### config.mk
export PLATFORM = sky130hd
export DESIGN_NAME = cmp_serial
export DESIGN_NICKNAME = d
export VERILOG_FILES = /design/src/rtl/cmp_serial.sv
export SDC_FILE = /design/constraint.sdc
export NUM_CORES = 1
export LEC_CHECK = 0
export BUFFER_PORTS_ARGS = -buffer_cell sky130_fd_sc_hd__buf_4
export CAP_MARGIN = 0
export CORE_MARGIN = 2
export CORE_UTILIZATION = 56
export DETAILED_ROUTE_END_ITERATION = 10
export PLACE_DENSITY = 0.86
export SYNTH_ARGS = -nofsm -noshare
export SYNTH_HDL_FRONTEND = slang
export SYNTH_SLANG_ARGS = --single-unit
### constraint.sdc
create_clock -name clk -period 4.8 [get_ports clk]
set_clock_uncertainty 0.2 [all_clocks]
set_input_delay 1.44 -clock clk [delete_from_list [all_inputs] [get_ports clk]]
set_output_delay 1.44 -clock clk [all_outputs]
set_load 0.05 [all_outputs]
### src/rtl/cmp_serial.sv
// Serial magnitude comparator: walks the operands two bits at a time, MSB slice first.
// Optional CMP_EARLY_EXIT_EN finishes at the first differing slice instead of running all slices.
module cmp_serial #(
  parameter int WIDTH = 8
) (
  input  logic             clk,
  input  logic             rst,
  input  logic             start,
  input  logic [WIDTH-1:0] a,
  input  logic [WIDTH-1:0] b,
  output logic             busy,
  output logic             done,
  output logic             eq,
  output logic             lt,
  output logic             gt
);

  localparam int HALF = WIDTH / 2;
  localparam int IW = (HALF > 1) ? $clog2(HALF) : 1;
  localparam logic [IW-1:0] IDX_TOP = IW'(HALF - 1);

  typedef enum logic [0:0] {IDLE = 1'b0, RUN = 1'b1} state_t;

  state_t           state;
  state_t           state_next;
  logic [WIDTH-1:0] a_reg;
  logic [WIDTH-1:0] b_reg;
  logic [IW-1:0]    idx;
  logic [WIDTH-1:0] a_sh;
  logic [WIDTH-1:0] b_sh;
  logic [1:0]       slice_a;
  logic [1:0]       slice_b;
  logic             slice_lt;
  logic             slice_gt;
  logic             decided;
  logic             last_slice;
  logic             finish;

  // Current 2-bit slices and their relation
  always_comb begin
    a_sh       = a_reg >> {idx, 1'b0};
    b_sh       = b_reg >> {idx, 1'b0};
    slice_a    = a_sh[1:0];
    slice_b    = b_sh[1:0];
    slice_lt   = (slice_a < slice_b);
    slice_gt   = (slice_a > slice_b);
    decided    = lt | gt;
    last_slice = (idx == {IW{1'b0}});
  end

`ifdef CMP_EARLY_EXIT_EN
  // Stop at the last slice or at the first slice that differs
  assign finish = last_slice | (~decided & (slice_lt | slice_gt));
`else
  // Constant latency: always walk every slice
  assign finish = last_slice;
`endif

  // State register
  always_ff @(posedge clk or posedge rst) begin
    if (rst) begin
      state <= IDLE;
    end else begin
      state <= state_next;
    end
  end

  // Next-state logic
  always_comb begin
    state_next = state;
    case (state)
      IDLE:    state_next = start ? RUN : IDLE;
      RUN:     state_next = finish ? IDLE : RUN;
      default: state_next = IDLE;
    endcase
  end

  // Output logic
  always_comb begin
    busy = (state == RUN);
  end

  // Operand latch, slice walk and result registers
  always_ff @(posedge clk or posedge rst) begin
    if (rst) begin
      a_reg <= {WIDTH{1'b0}};
      b_reg <= {WIDTH{1'b0}};
      idx   <= {IW{1'b0}};
      done  <= 1'b0;
      eq    <= 1'b0;
      lt    <= 1'b0;
      gt    <= 1'b0;
    end else begin
      done <= 1'b0;
      case (state)
        IDLE: begin
          if (start) begin
            a_reg <= a;
            b_reg <= b;
            idx   <= IDX_TOP;
            eq    <= 1'b0;
            lt    <= 1'b0;
            gt    <= 1'b0;
          end
        end
        RUN: begin
          // First difference wins; later slices leave the result alone
          if (!decided) begin
            if (slice_gt) begin
              gt <= 1'b1;
            end else if (slice_lt) begin
              lt <= 1'b1;
            end else if (last_slice) begin
              eq <= 1'b1;
            end
          end
          if (finish) begin
            done <= 1'b1;
          end else begin
            idx <= idx - IW'(1);
          end
        end
        default: begin
          done <= 1'b0;
        end
      endcase
    end
  end

endmodule

; Yosys cells after proc, flatten, opt, wreduce, memory -nomap -nowiden
; Index checks and enable logic that the tools add are counted.
; W data, S select, Z words.
[totals]
register_bits = 23
in_bits = 19
out_inout_bits = 5
word_cells = 50
[op_classes]
add_sub_neg = 1
order_cmp = 2
n_eq_ne = 8
shift = 2
n_mux = 21
n_bitwise = 2
n_reduce_logical = 6
[op_table]
columns = cell, n
row1 = $shr A8 B3 Y2, 2
row2 = $mux W1, 14
row3 = $ne A2 B2 Y1 const B, 5
row4 = $pmux W1 S2, 4
row5 = $ne A2 B1 Y1 const B, 3
row6 = $reduce_and A5 Y1, 1
row7 = $mux W2, 2
row8 = $pmux W2 S2, 1
row9 = $reduce_and A2 Y1, 2
row10 = $reduce_and A4 Y1, 1
row11 = $reduce_and A3 Y1, 1
row12 = $gt A2 B2 Y1, 1
row13 = $logic_not A2 Y1, 1
row14 = $lt A2 B2 Y1, 1
row15 = $sub A2 B1 Y2 const B, 1
row16 = $not A1 Y1, 1
row17 = $or A1 B1 Y1, 1

; Depth between registers and ports, before layout
[depth]
depth_word = 6
ltp_mapped = 7
ltp_nobuf = 6

; Least setup slack after synthesis
; No wires, ideal clock.
[synth_path]
kind = input to register
from = in start
to = reg a_reg[0]
arrival_ps = 2151
t_required_ps = 4475
slack_ps = 2324
stages = 4
n_path_buf = 2
path_cell_list = nor2b_1 -> buf_6 -> buf_12 -> mux2_4
[synth_between]
elab_chain_cells = 1
[synth_rtl]
columns = element, line
row1 = from (decl), 8  ; input logic start,
row2 = $reduce_and A2 Y1 (no line), -
row3 = to (signal assigned), 86  ; a_reg <= {WIDTH{1'b0}};
row4 = to (decl), 26  ; logic [WIDTH-1:0] a_reg;
; Every way passes these cells.
; A chain may end at the register's enable or synchronous reset.

; Final worst setup path
[layout_path]
from = in start
to = reg a_reg[1]
; The elaborated chain is that of the path after synthesis.

==> results.tsv <==
metric	value	unit
status	finished clean	
grt_pass1_wl	2891	um
synth_top_cell_by_area	dfrtp_1	
met2_usage	0.3105	
route.detailed.drc	0	
antenna_found_initial	0	
fp.dieW	48.14	um
fill_cells	134	
setup_viol	0	
diodes	0	
gp_congestion	0.7776	
yosysUniqueCellTypes	22	
syn_to_final_growth	18.12	%
clkLatencyLatePin	0.31	ns
ys_top_cells_by_count	dfrtp_1 (23), inv_1 (9), mux2_2 (8), mux2_4 (8), o21ai_0 (4)	
port-buffer-count	23	
ant_nets	0	
ctsHtreeMaxLevel	1	
met1_usage	0.2271	
synth_nets	97	
max_freq	367.0	MHz
path_clk_slew	0.12	ns
ys_seq_area_frac	0.5275	
period_share	0.5676	
syn-instance-count	75	
synthesis.area	0.001091	sq mm
rsz0062_at_grt	no	
critPathCaptureType	flop	
drtIter0Drc	16	
overflow	0	
numClockSinks	23	
hp-class	reg2reg	
cts_buffer_depth	2	
final_nets	122	
irDropWorstVdd	338.1	uV
critical_path_arrival	2.73	ns
cts_resized	0	
row_count	15	
tightest_slew	0.9864	ns
chipHeight	48.14	um
grt_use_met3	0.04815	
timing.hold.ws	0.3173	ns
r2r_cells	4	
grt.busiest_layer	met2	
grt_max_degree	24	
post-synth-top-count-cell	dfrtp_1	
final-max-slew-violation-count	0	
leakage	0.6215	nW
crit_fanout	18	
async_reset_ff_frac	1.000	
cp-start-kind	input pin	
routed_wl	1738	um
syn_avg_cell_area	14.55	sq um
synth-main-ff-cell	dfrtp_1	
cts_tree	yes	
crit_type	in2reg	
vias	669	
core_area	0.001783	sq mm
grt_pass1_vias	665	
synth_edf_count	0	
hold_viol_final	0	
dr.pass1.iters	4	
dieArea	0.002317	sq mm
period_minus_slack	2.725	ns
drive_gt1_frac	0.4848	
synth_top_area_frac	0.5275	
powerDensity	679.9	mW/mm^2
required	4.81	ns
wire_per_inst	14.02	um
cap_violations	0	
start_util	0.6119	
synth-seq-cells	23	
yosys-top-cells-area	dfrtp_1 (53%), mux2_4 (11%), mux2_2 (8.3%), mux4_2 (6.2%), ha_1 (3.4%)	
yosysWarnings	0	
clock-root-buffer	clkbuf_4	
post_cts_buffers	0	
dp_hpwl	1303	um
fin_setup_tns	0	ns
slew_headroom	0.3394	
ctsHoldBuffers	0	
numCtsBuffers	3	
routed_via_density	5.395	
io_pins	24	
track_usage	0.1846	
min_delay_path_depth	1	
[cell type report]
type / instances / area [sq um] / area share
Sequential cell: 23 / 575.6 / 0.4466
Multi-Input combinational cell: 40 / 447.9 / 0.3476
Clock buffer: 3 / 22.52 / 0.01748
Inverter: 9 / 33.78 / 0.02621
Timing Repair Buffer: 23 / 172.7 / 0.1340
Tap cell: 25 / 31.28 / 0.02427
Clock inverter: 1 / 5.005 / 0.003883
[critical path, cell delays in order]
cell     delay, ns
buf_4         0.09
nor2b_2       0.79
mux2_2        0.41
[metal layers]
metal | wire length [um] | vias up
met1 | 709 | 333
met2 | 915 | 22
li1 | - | 312
met5 | 0 | -
met3 | 86 | 2
met4 | 27 | 0
[per-stage QoR]
step / worst slack (ns) / instance area, sq um / power, mW / instances / utilization
final: 2.075 / 1289 / 0.8762 / 124 / 0.7228
after global routing: 2.000 / 1289 / 0.9469 / 124 / 0.7228
after CTS: 2.072 / 1289 / 0.8869 / 124 / 0.7228
after detailed placement: 1.724 / 1261 / 0.7956 / 120 / 0.7074
after global placement: 1.733 / 1261 / 0.7725 / 120 / 0.7074
after floorplan: 2.324 / 1091 / 0.7019 / 75 / -
[final timing paths]
kind | start | endpoint | slack (ns)
max reg2reg | idx[0] | eq | 2.70
min reg2reg | a_reg[1] | a_reg[1] | 0.32
min in group asynchronous | rst | b_reg[5] | 1.08
min | a_reg[1] | a_reg[1] | 0.32
max | start | a_reg[1] | 2.08
max in group asynchronous | rst | idx[1] | 2.80
[cells in the final DEF, fill, tap and decap left out]
cell / instances
dfrtp_1: 23
buf_4: 23
inv_1: 9
mux2_4: 8
mux2_2: 8
o21ai_0: 4
mux4_2: 3
ha_1: 3
clkbuf_4: 3
a21oi_1: 2
nor2b_1: 1
nor2b_2: 1
and2_1: 1
a2bb2oi_1: 1
mux4_1: 1
a21boi_0: 1
a31o_2: 1
nand2_1: 1
nor2_1: 1
o41ai_1: 1
nand3_1: 1
o32ai_1: 1
clkinv_2: 1
[cells by family after synthesis]
logic type               share of synthesized area
flip-flops                                  0.5275
multiplexers                                0.2787
buffers and inverters                      0.06421
AO/OA/AOI/OAI                              0.06652
AND/OR/NAND/NOR                            0.02866
adder cells (fa/ha/maj)                    0.03441
[power breakdown]
part	switching, mW	internal [mW]
Clock	0.0572	0.0312
Combinational	0.199	0.230
Sequential	0.0700	0.288
Total	0.327	0.550
Note: power is estimated with default switching activity, not from simulation.
